--- src/rtl/sbc_dma_arbiter.sv ---
// sbc_dma_arbiter: shares the 13-bit memory bus between the 6507 core and a block-copy DMA engine.
// The CPU is stalled via cpu_rdy while bytes are copied, then its frozen cycle is re-presented.
module sbc_dma_arbiter #(
    parameter logic [12:0] CFG_BASE = 13'h0200
) (
    input  logic        clk,
    input  logic        rst,
    input  logic [12:0] cpu_addr,
    input  logic [7:0]  cpu_d_out,
    input  logic        cpu_wenb,
    output logic [7:0]  cpu_d_in,
    output logic        cpu_rdy,
    input  logic        ext_rdy,
    output logic [12:0] mem_addr,
    output logic [7:0]  mem_d_out,
    output logic        mem_wenb,
    input  logic [7:0]  mem_d_in,
    output logic        busy,
    output logic        done
);
    typedef enum logic [2:0] {IDLE, RD, CAP, WR, RESTORE} state_t;
    state_t      state;
    logic [7:0]  src_lo, dst_lo, len, data;
    logic [4:0]  src_hi, dst_hi;
    logic [12:0] src, dst;
    logic [8:0]  cnt;
    logic        win, reg_wr, pass;
    assign win      = cpu_addr[12:3] == CFG_BASE[12:3];
    assign reg_wr   = win && !cpu_wenb && state == IDLE;
    assign cpu_d_in = mem_d_in;
    assign cpu_rdy  = ext_rdy && state == IDLE;
    assign busy     = state != IDLE;
    // RESTORE re-presents the CPU's frozen cycle so mem_d_in is valid when rdy returns
    always_comb begin
        pass      = state == IDLE || state == RESTORE;
        mem_addr  = pass ? cpu_addr : (state == WR ? dst : src);
        mem_d_out = pass ? cpu_d_out : data;
        mem_wenb  = pass ? (cpu_wenb | win) : (state != WR);
    end
    always_ff @(posedge clk) begin
        if (rst) begin
            state  <= IDLE;
            done   <= 1'b0;
            src_lo <= '0;
            src_hi <= '0;
            dst_lo <= '0;
            dst_hi <= '0;
            len    <= '0;
            data   <= '0;
            src    <= '0;
            dst    <= '0;
            cnt    <= '0;
        end else begin
            done <= ext_rdy && state == RESTORE;
            if (ext_rdy) begin
                case (state)
                    IDLE: if (reg_wr) begin
                        case (cpu_addr[2:0])
                            3'd0: src_lo <= cpu_d_out;
                            3'd1: src_hi <= cpu_d_out[4:0];
                            3'd2: dst_lo <= cpu_d_out;
                            3'd3: dst_hi <= cpu_d_out[4:0];
                            3'd4: len    <= cpu_d_out;
                            3'd5: if (cpu_d_out[0]) begin
                                cnt   <= {len == 8'd0, len};
                                src   <= {src_hi, src_lo};
                                dst   <= {dst_hi, dst_lo};
                                state <= RD;
                            end
                            default: ;
                        endcase
                    end
                    RD: state <= CAP;
                    CAP: begin
                        data  <= mem_d_in;
                        state <= WR;
                    end
                    WR: begin
                        src   <= src + 13'd1;
                        dst   <= dst + 13'd1;
                        cnt   <= cnt - 9'd1;
                        state <= cnt == 9'd1 ? RESTORE : RD;
                    end
                    RESTORE: state <= IDLE;
                    default: state <= IDLE;
                endcase
            end
        end
    end
endmodule

--- config.mk ---
export PLATFORM = sky130hd
export DESIGN_NAME = sbc_dma_arbiter
export DESIGN_NICKNAME = d
export VERILOG_FILES = /design/src/rtl/sbc_dma_arbiter.sv
export SDC_FILE = /design/constraint.sdc
export NUM_CORES = 1
export LEC_CHECK = 0
export CORE_AREA = 4 4 135 137
export CTS_BUF_LIST = sky130_fd_sc_hd__clkbuf_8
export CTS_CLUSTER_SIZE = 30
export DETAILED_ROUTE_END_ITERATION = 16
export DIE_AREA = 0 0 139 141
export PLACE_DENSITY_LB_ADDON = 0.12
export SKIP_CTS_REPAIR_TIMING = 1
export SLEW_MARGIN = 20
export SYNTH_ARGS = -nofsm -noshare
export SYNTH_HDL_FRONTEND = slang
export SYNTH_SLANG_ARGS = --single-unit
--- constraint.sdc ---
create_clock -name clk -period 3.77 [get_ports clk]
set_input_delay 1.131 -clock clk [delete_from_list [all_inputs] [get_ports clk]]
set_output_delay 1.131 -clock clk [all_outputs]
set_load 0.01 [all_outputs]
## After elaboration in Yosys (flattened, before gate mapping)

Index checks and enable logic that the tools add are counted.

- Flip-flop bits (word level): 81

- Bitwise gates (word level): 1
- Muxes and demuxes: 21
- Eq/ne operators: 15
- Add/sub/neg operators: 3
- Reductions and logical operators: 19

Operator list:

| cell | number |
|---|---|
| two-way mux 13 bit | 8 |
| case mux 13 bit (2 select lines) | 2 |
| two-way mux 9 bit | 3 |
| adder 13 x 1 -> 13 bit (second input constant) | 2 |
| AND reduction 4 bit | 6 |
| case mux 9 bit (2 select lines) | 1 |
| equality test 3 x 2 -> 1 bit (second input constant) | 4 |
| two-way mux 3 bit | 4 |
| case mux 3 bit (4 select lines) | 1 |
| equality test 10 x 7 -> 1 bit (second input constant) | 1 |
| equality test 3 bit (second input constant) | 3 |
| equality test 9 x 1 -> 1 bit (second input constant) | 1 |
| subtractor 9 x 1 -> 9 bit (second input constant) | 1 |
| logical NOT 8 bit | 1 |
| two-way mux 8 bit | 1 |
| equality test 3 x 1 -> 1 bit (second input constant) | 2 |
| logical NOT 3 bit | 2 |
| AND reduction 5 bit | 1 |
| logical AND 1 bit | 4 |
| != test 2 bit (second input constant) | 2 |
| != test 3 x 2 -> 1 bit (second input constant) | 1 |
| nonzero test 3 bit | 1 |
| != test 2 x 1 -> 1 bit (second input constant) | 1 |
| AND reduction 2 bit | 1 |
| 5 further kinds | 5 |

## Logic depth before layout (Yosys ltp)

Gate-level depths: netlist of the first run.

- Word-level depth: 5
- Mapped depth: 7

## Least setup slack after synthesis of the first run

No wires, ideal clock.

- Kind: input -> output
- Start point: input port cpu_addr[7]
- End point: output port mem_wenb
- Buffers on the path: 0
- Data required time: 2,639 ps
- Path slack: 245 ps
- Stages: 3
- Arrival time: 2,394 ps
- Cells stage by stage: or4_1 > or4_1 > a21oi_1

- Word-level cells in the longest chain between the ends: 3

Ends and longest elaborated chain:

| element | line | text |
|---|---|---|
| start: declaration | 8 | `input logic [12:0] cpu_addr,` |
| equality test 10 x 7 -> 1 bit | 28 | `assign win = cpu_addr[12:3] == CFG_BASE[12:3];` |
| bitwise OR 1 bit | 38 | `mem_wenb = pass ? (cpu_wenb \| win) : (state != WR);` |
| two-way mux 1 bit | 38 |  |
| end: declaration | 16 | `output logic mem_wenb,` |

Every way passes these cells.

## Final worst setup path of the first run

- Start point: input port cpu_addr[10]
- End point: output port mem_wenb

The elaborated chain is that of the path after synthesis.

==> flow_metrics.env, run 1 <==
export IMPL_hpwl_microns=9970
export IMPL_port_buffers=65
export IMPL_skew_ps=12.8
export IMPL_synth_area_leaders="dfxtp_1 37%, mux2i_1 8.2%, nand2_1 7.0%, a21oi_1 6.9%, nor2_1 5.5%"
export IMPL_setup_slack_ps=38.2
export IMPL_finalNetCount=658
export IMPL_ys_types=56
export IMPL_r2r_end="dst[12]"
export IMPL_synthCells=552
export IMPL_cp_start_kind="primary input"
export IMPL_tightest_slew_ps=1050
export IMPL_h_tree_depth=3
export IMPL_cts_inserted_buffers=9
export IMPL_peakVddDrop_v=0.000148
export IMPL_netlist_area_leader_share_pct=37.0
export IMPL_ff2ff_setup_slack_ps=1420
export IMPL_ios=66
export IMPL_critPathKind="in -> out"
export IMPL_power_density_mw_per_mm2=340
export IMPL_seq_area_frac_synth_pct=37.0
export IMPL_wl_microns=14300
export IMPL_power_leakage_nw=2.02
export IMPL_grt_ovfl_total=0
export IMPL_num_vias=4213
export IMPL_place_area_sq_mm=0.00541
export IMPL_vias_per_cell=4.96
export IMPL_async_flop_share_pct=0
export IMPL_avgRoutedWirePerCell_microns=16.9
export IMPL_final_area_sq_mm=0.00567
export IMPL_required_ps=2640
export IMPL_start_util_pct=25.7
export IMPL_min_period_ps=3730
export IMPL_maxSlewViolCount=0
export IMPL_worstHoldEndpoint="src_lo[1]"
export IMPL_cts_tree="done"
export IMPL_clock_root_buffer="clkbuf_8"
export IMPL_drive_gt1_share_pct=13.3
export IMPL_max_cap_violations=0
export IMPL_die_area_sq_mm=0.0196
export IMPL_synthTopCellsByCount="82 x nand2_1, 81 x dfxtp_1, 64 x nor2_1"
export IMPL_hold_path_class="reg -> reg"
export IMPL_grt_setup_unrepaired="false"
export IMPL_drc=0
export IMPL_synth_largest_area_cell="dfxtp_1"
export IMPL_grt_pass1_wl_microns=23000
export IMPL_drtIter0Drc=158
export IMPL_die_y_microns=141
export IMPL_yosysMostFrequentCell="nand2_1"
export IMPL_status="finished, final reports clean"
export IMPL_grt_pass1_vias=4155
export IMPL_reg2reg_from="dst[0]"
export IMPL_synth_nets=589
export IMPL_crit_fanout=2
export IMPL_cp_arrival_ps=2600
export IMPL_synth_flop_cell="dfxtp_1"
export IMPL_place_congestion=0.804
export IMPL_setup_violations=0
export IMPL_die_w_microns=139
export IMPL_min_path_cells=2
export IMPL_finalNonFillerCells=850
export IMPL_finalCritPeriodShare_pct=99.0
export IMPL_synth_seq_cells=81
export IMPL_antenna_found_initial=0
export IMPL_ys_warn_count=0
export IMPL_place_ws_ps=-659
export IMPL_antenna_cells=0
export IMPL_dp_cells=835
export IMPL_synth_edff_count=0
export IMPL_core_sq_mm=0.0171
export IMPL_area_growth_pct=29.4
export IMPL_finalHoldViolCount=0
export IMPL_synth_area_sq_mm=0.00438
export IMPL_antenna_left=0
export IMPL_endpoint_kind="primary output"
export IMPL_min_from="src_lo[1]"
export IMPL_clockBufferDepth=2
export IMPL_cts_sink_count=81
export IMPL_r2r_cells=6
export IMPL_firstDrtPassIters=5
export IMPL_clk_pin_slew_worst_paths_ps=80
export IMPL_grtUsageTotal_pct=14.7
export IMPL_clock_latency_ps=380
export IMPL_slew_headroom_pct=29.4
export IMPL_max_freq_ghz=0.268
export IMPL_num_rows=48
export IMPL_synth_avg_cell_area_sq_um=7.94
export IMPL_grt_max_degree=89
==> per-stage QoR <==
stage	TNS [ps]	power (mW)	hold WS (ps)	utilization, %
6_report	0	1.93	456	33.2
5_1_grt	0	2.01	480	33.2
4_1_cts	-673	1.96	457	33.1
3_5_place_dp	-659	1.20	444	31.7
3_3_place_gp	-653	1.20	443	31.7
2_1_floorplan	0	1.02	429	-
==> flip-flops by register name, summed over array words and instances, names as in the netlist <==
name	flops
dst	13
src_lo	8
cnt	9
dst_hi	5
dst_lo	8
src_hi	5
len	8
src	13
data	8
state	3
done	1
==> critical path, stage by stage <==
cell and delay, ps:
dlymetal6s2s_1 130, or4b_4 550, or4_4 500, a21oi_2 150, buf_2 140
==> layer usage <==
layer | vias to the layer above | part of all wire, % | GRT usage (%) | wire (microns)
met3 | 2 | 3.5 | 3.90 | 504
met5 | - | 0 | 0 | 0
met1 | 2035 | 50 | 20.0 | 7180
met2 | 78 | 46 | 23.3 | 6610
li1 | 2098 | - | - | -
met4 | 0 | 0.35 | 3.86 | 50
==> layout by cell type, fill, tap and decap left out, types with 4 or more instances in the layout <==
master            n
or2_0             5
nand4_1           4
nand3_1           7
nand2b_1          9
a21o_1            4
nor4_1            6
a211oi_1          7
ha_1              4
clkbuf_8         12
and3_1            4
nand2_1          82
nor2_1           62
dfxtp_1          81
dlymetal6s2s_1    7
a21oi_1          59
mux2_2            8
a22oi_1          12
clkdlybuf4s50_1  55
o21ai_1           5
o32ai_1           7
nor3_1           17
a31oi_1           5
mux2i_1          36
inv_1             7
o21ai_0          21
nand4b_1          4
buf_4            37
==> how the worst max path moves through the flow <==
| stage | cells past startpoint | endpoint | from |
|---|---|---|---|
| after global routing | 5 | mem_wenb | cpu_addr[10] |
| after detailed placement | 5 | mem_wenb | cpu_addr[11] |
| after CTS | 5 | mem_wenb | cpu_addr[11] |
| after global placement | 5 | mem_wenb | cpu_addr[11] |
| final | 5 | mem_wenb | cpu_addr[10] |
| after floorplan | 3 | mem_wenb | cpu_addr[7] |
==> layout make-up <==
class                   count  area, sq um
fillers                  1811        11400
well taps                 225          282
inverters                   6         22.5
clock inverters             3         63.8
multi-input cells         419         2540
repair buffers            104          971
flip-flops and latches     81         1620
clock buffers              12          165
==> kinds of logic after synthesis <==
logic type                 Yosys count  synth area share (%)
and+or+nand+nor                    232                  26.6
muxes                               44                  10.3
adders and majority gates            4                  1.14
buffers and inverters               52                  5.57
DFF                                 81                  37.0
AOI/OAI and AO/OA                  139                  19.4
==> power by group <==
part | switching, mW | internal (mW)
logic | 0.154 | 0.155
registers | 0.00600 | 0.861
clock network | 0.332 | 0.422
total | 0.492 | 1.44
No activity file was read; power rests on OpenSTA's default activity.
==> run 2: changes to the inputs <==
--- a/config.mk
+++ b/config.mk
@@ -5,11 +5,11 @@
 export SDC_FILE = /design/constraint.sdc
 export NUM_CORES = 1
 export LEC_CHECK = 0
-export CORE_AREA = 4 4 135 137
+export CORE_AREA = 4 4 110 112
 export CTS_BUF_LIST = sky130_fd_sc_hd__clkbuf_8
 export CTS_CLUSTER_SIZE = 30
 export DETAILED_ROUTE_END_ITERATION = 16
-export DIE_AREA = 0 0 139 141
+export DIE_AREA = 0 0 114 116
 export PLACE_DENSITY_LB_ADDON = 0.12
 export SKIP_CTS_REPAIR_TIMING = 1
 export SLEW_MARGIN = 20
==> flow_metrics.env, run 2 (synthesis results as in run 1) <==
export IMPL_tightest_slew_ps=894
export IMPL_setup_tns_ps=0
export IMPL_final_common_cell="nand2_1"
export IMPL_cts_sink_count=81
export IMPL_cp_start_kind="primary input"
export IMPL_whs_ps=462
export IMPL_crit_fanout=2
export IMPL_crit_path_max_incr_delay_ps=530
export IMPL_antenna_left=0
export IMPL_area_growth_pct=26.5
export IMPL_wl_microns=13200
export IMPL_cp_arrival_ps=2570
export IMPL_hold_path_class="reg -> reg"
export IMPL_total_power_mw=1.75
export IMPL_grt_max_degree=89
export IMPL_cts_inserted_buffers=9
export IMPL_grt_ovfl_total=0
export IMPL_slew_headroom_pct=40.1
export IMPL_clk_pin_slew_worst_paths_ps=80
export IMPL_h_tree_depth=3
export IMPL_max_freq_ghz=0.270
export IMPL_grtUsageTotal_pct=20.7
export IMPL_die_area_sq_mm=0.0132
export IMPL_max_cap_violations=0
export IMPL_grt_setup_unrepaired="false"
export IMPL_path_cells="dlymetal6s2s_1, or4_4, or4_4, a21oi_2, buf_2"
export IMPL_cts_tree="done"
export IMPL_cpMostUsedCell="or4_4"
export IMPL_num_vias=4274
export IMPL_core_sq_mm=0.0112
export IMPL_drc=0
export IMPL_clockBufferDepth=2
export IMPL_port_buffers=65
export IMPL_peakVddDrop_v=0.000159
export IMPL_min_period_ps=3700
export IMPL_setup_slack_ps=68.5
export IMPL_start_util_pct=39.0
export IMPL_place_ws_ps=-631
export IMPL_drive_gt1_share_pct=13.2
export IMPL_antenna_found_initial=0
export IMPL_largest_registers="dst (13), src (13), cnt (9)"
export IMPL_finalHoldViolCount=0
export IMPL_hpwl_microns=9410
export IMPL_ios=66
export IMPL_die_w_microns=114
export IMPL_clock_latency_ps=360
export IMPL_status="finished, final reports clean"
export IMPL_endpoint_kind="primary output"
export IMPL_place_congestion=0.839
export IMPL_vias_per_cell=5.54
export IMPL_grt_pass1_wl_microns=21700
export IMPL_antenna_cells=0
export IMPL_maxSlewViolCount=0
export IMPL_drtIter0Drc=364
export IMPL_critPathKind="in -> out"
export IMPL_num_rows=39
export IMPL_die_y_microns=116
export IMPL_power_density_mw_per_mm2=316
export IMPL_grt_pass1_vias=4206
export IMPL_finalCritPeriodShare_pct=98.2
export IMPL_final_cell_mix="82 x nand2_1, 81 x dfxtp_1, 63 x nor2_1"
export IMPL_avgRoutedWirePerCell_microns=17.1
export IMPL_clock_root_buffer="clkbuf_8"
export IMPL_fill_cells=1129
export IMPL_required_ps=2640
export IMPL_critPathSlowestCell="or4_4"
export IMPL_setup_violations=0
export IMPL_skew_ps=17.0
export IMPL_firstDrtPassIters=5
export IMPL_power_leakage_nw=2.02
export IMPL_finalNetCount=660
[run 2: final cells by class]
cell class,count,area [sq um],area share [%]
Multi-Input combinational cell,419,2540,45.8
Inverter,6,22.5,0.406
Sequential cell,81,1620,29.3
Timing Repair Buffer,106,1010,18.1
Clock inverter,6,36.3,0.655
Tap cell,143,179,3.23
Clock buffer,10,138,2.48
[run 2: worst paths after layout]
check,start,endpoint,slack (ps),depth (start not counted)
worst min-delay path,src_lo[1],src_lo[1],460,2
worst max register to register,state[2],cnt[3],1080,7
worst max-delay path,cpu_addr[7],mem_wenb,70,5
worst min register to register,src_lo[1],src_lo[1],460,2
[run 2: where the power goes]
part / switching, mW / leakage (nW) / internal (mW) / total [mW]
combinational: 0.145 / 1.27 / 0.158 / 0.303
sequential: 0.00736 / 0.653 / 0.861 / 0.869
clock: 0.325 / 0.0909 / 0.253 / 0.578
total: 0.477 / 2.02 / 1.27 / 1.75
[run 2: through the flow]
stage          area, sq um  utilization (%)  std cells
2_1_floorplan         4380                -        552
3_3_place_gp          5340             47.6        755
3_5_place_dp          5340             47.6        755
4_1_cts               5510             49.1        771
5_1_grt               5540             49.4        771
6_report              5540             49.4        771
[run 2: per-layer routing]
metal | track usage [%] | vias up | wire [microns]
li1 | - | 2106 | -
met1 | 28.9 | 2027 | 6140
met2 | 32.5 | 129 | 6000
met3 | 4.44 | 12 | 873
met4 | 5.86 | 0 | 200
met5 | 0 | - | 0
[run 2: critical path: cells and delay by family]
kind                   cells  cell delay [ps]
AOI/OAI and AO/OA          1              140
buffers and inverters      2              280
and+or+nand+nor            2             1020
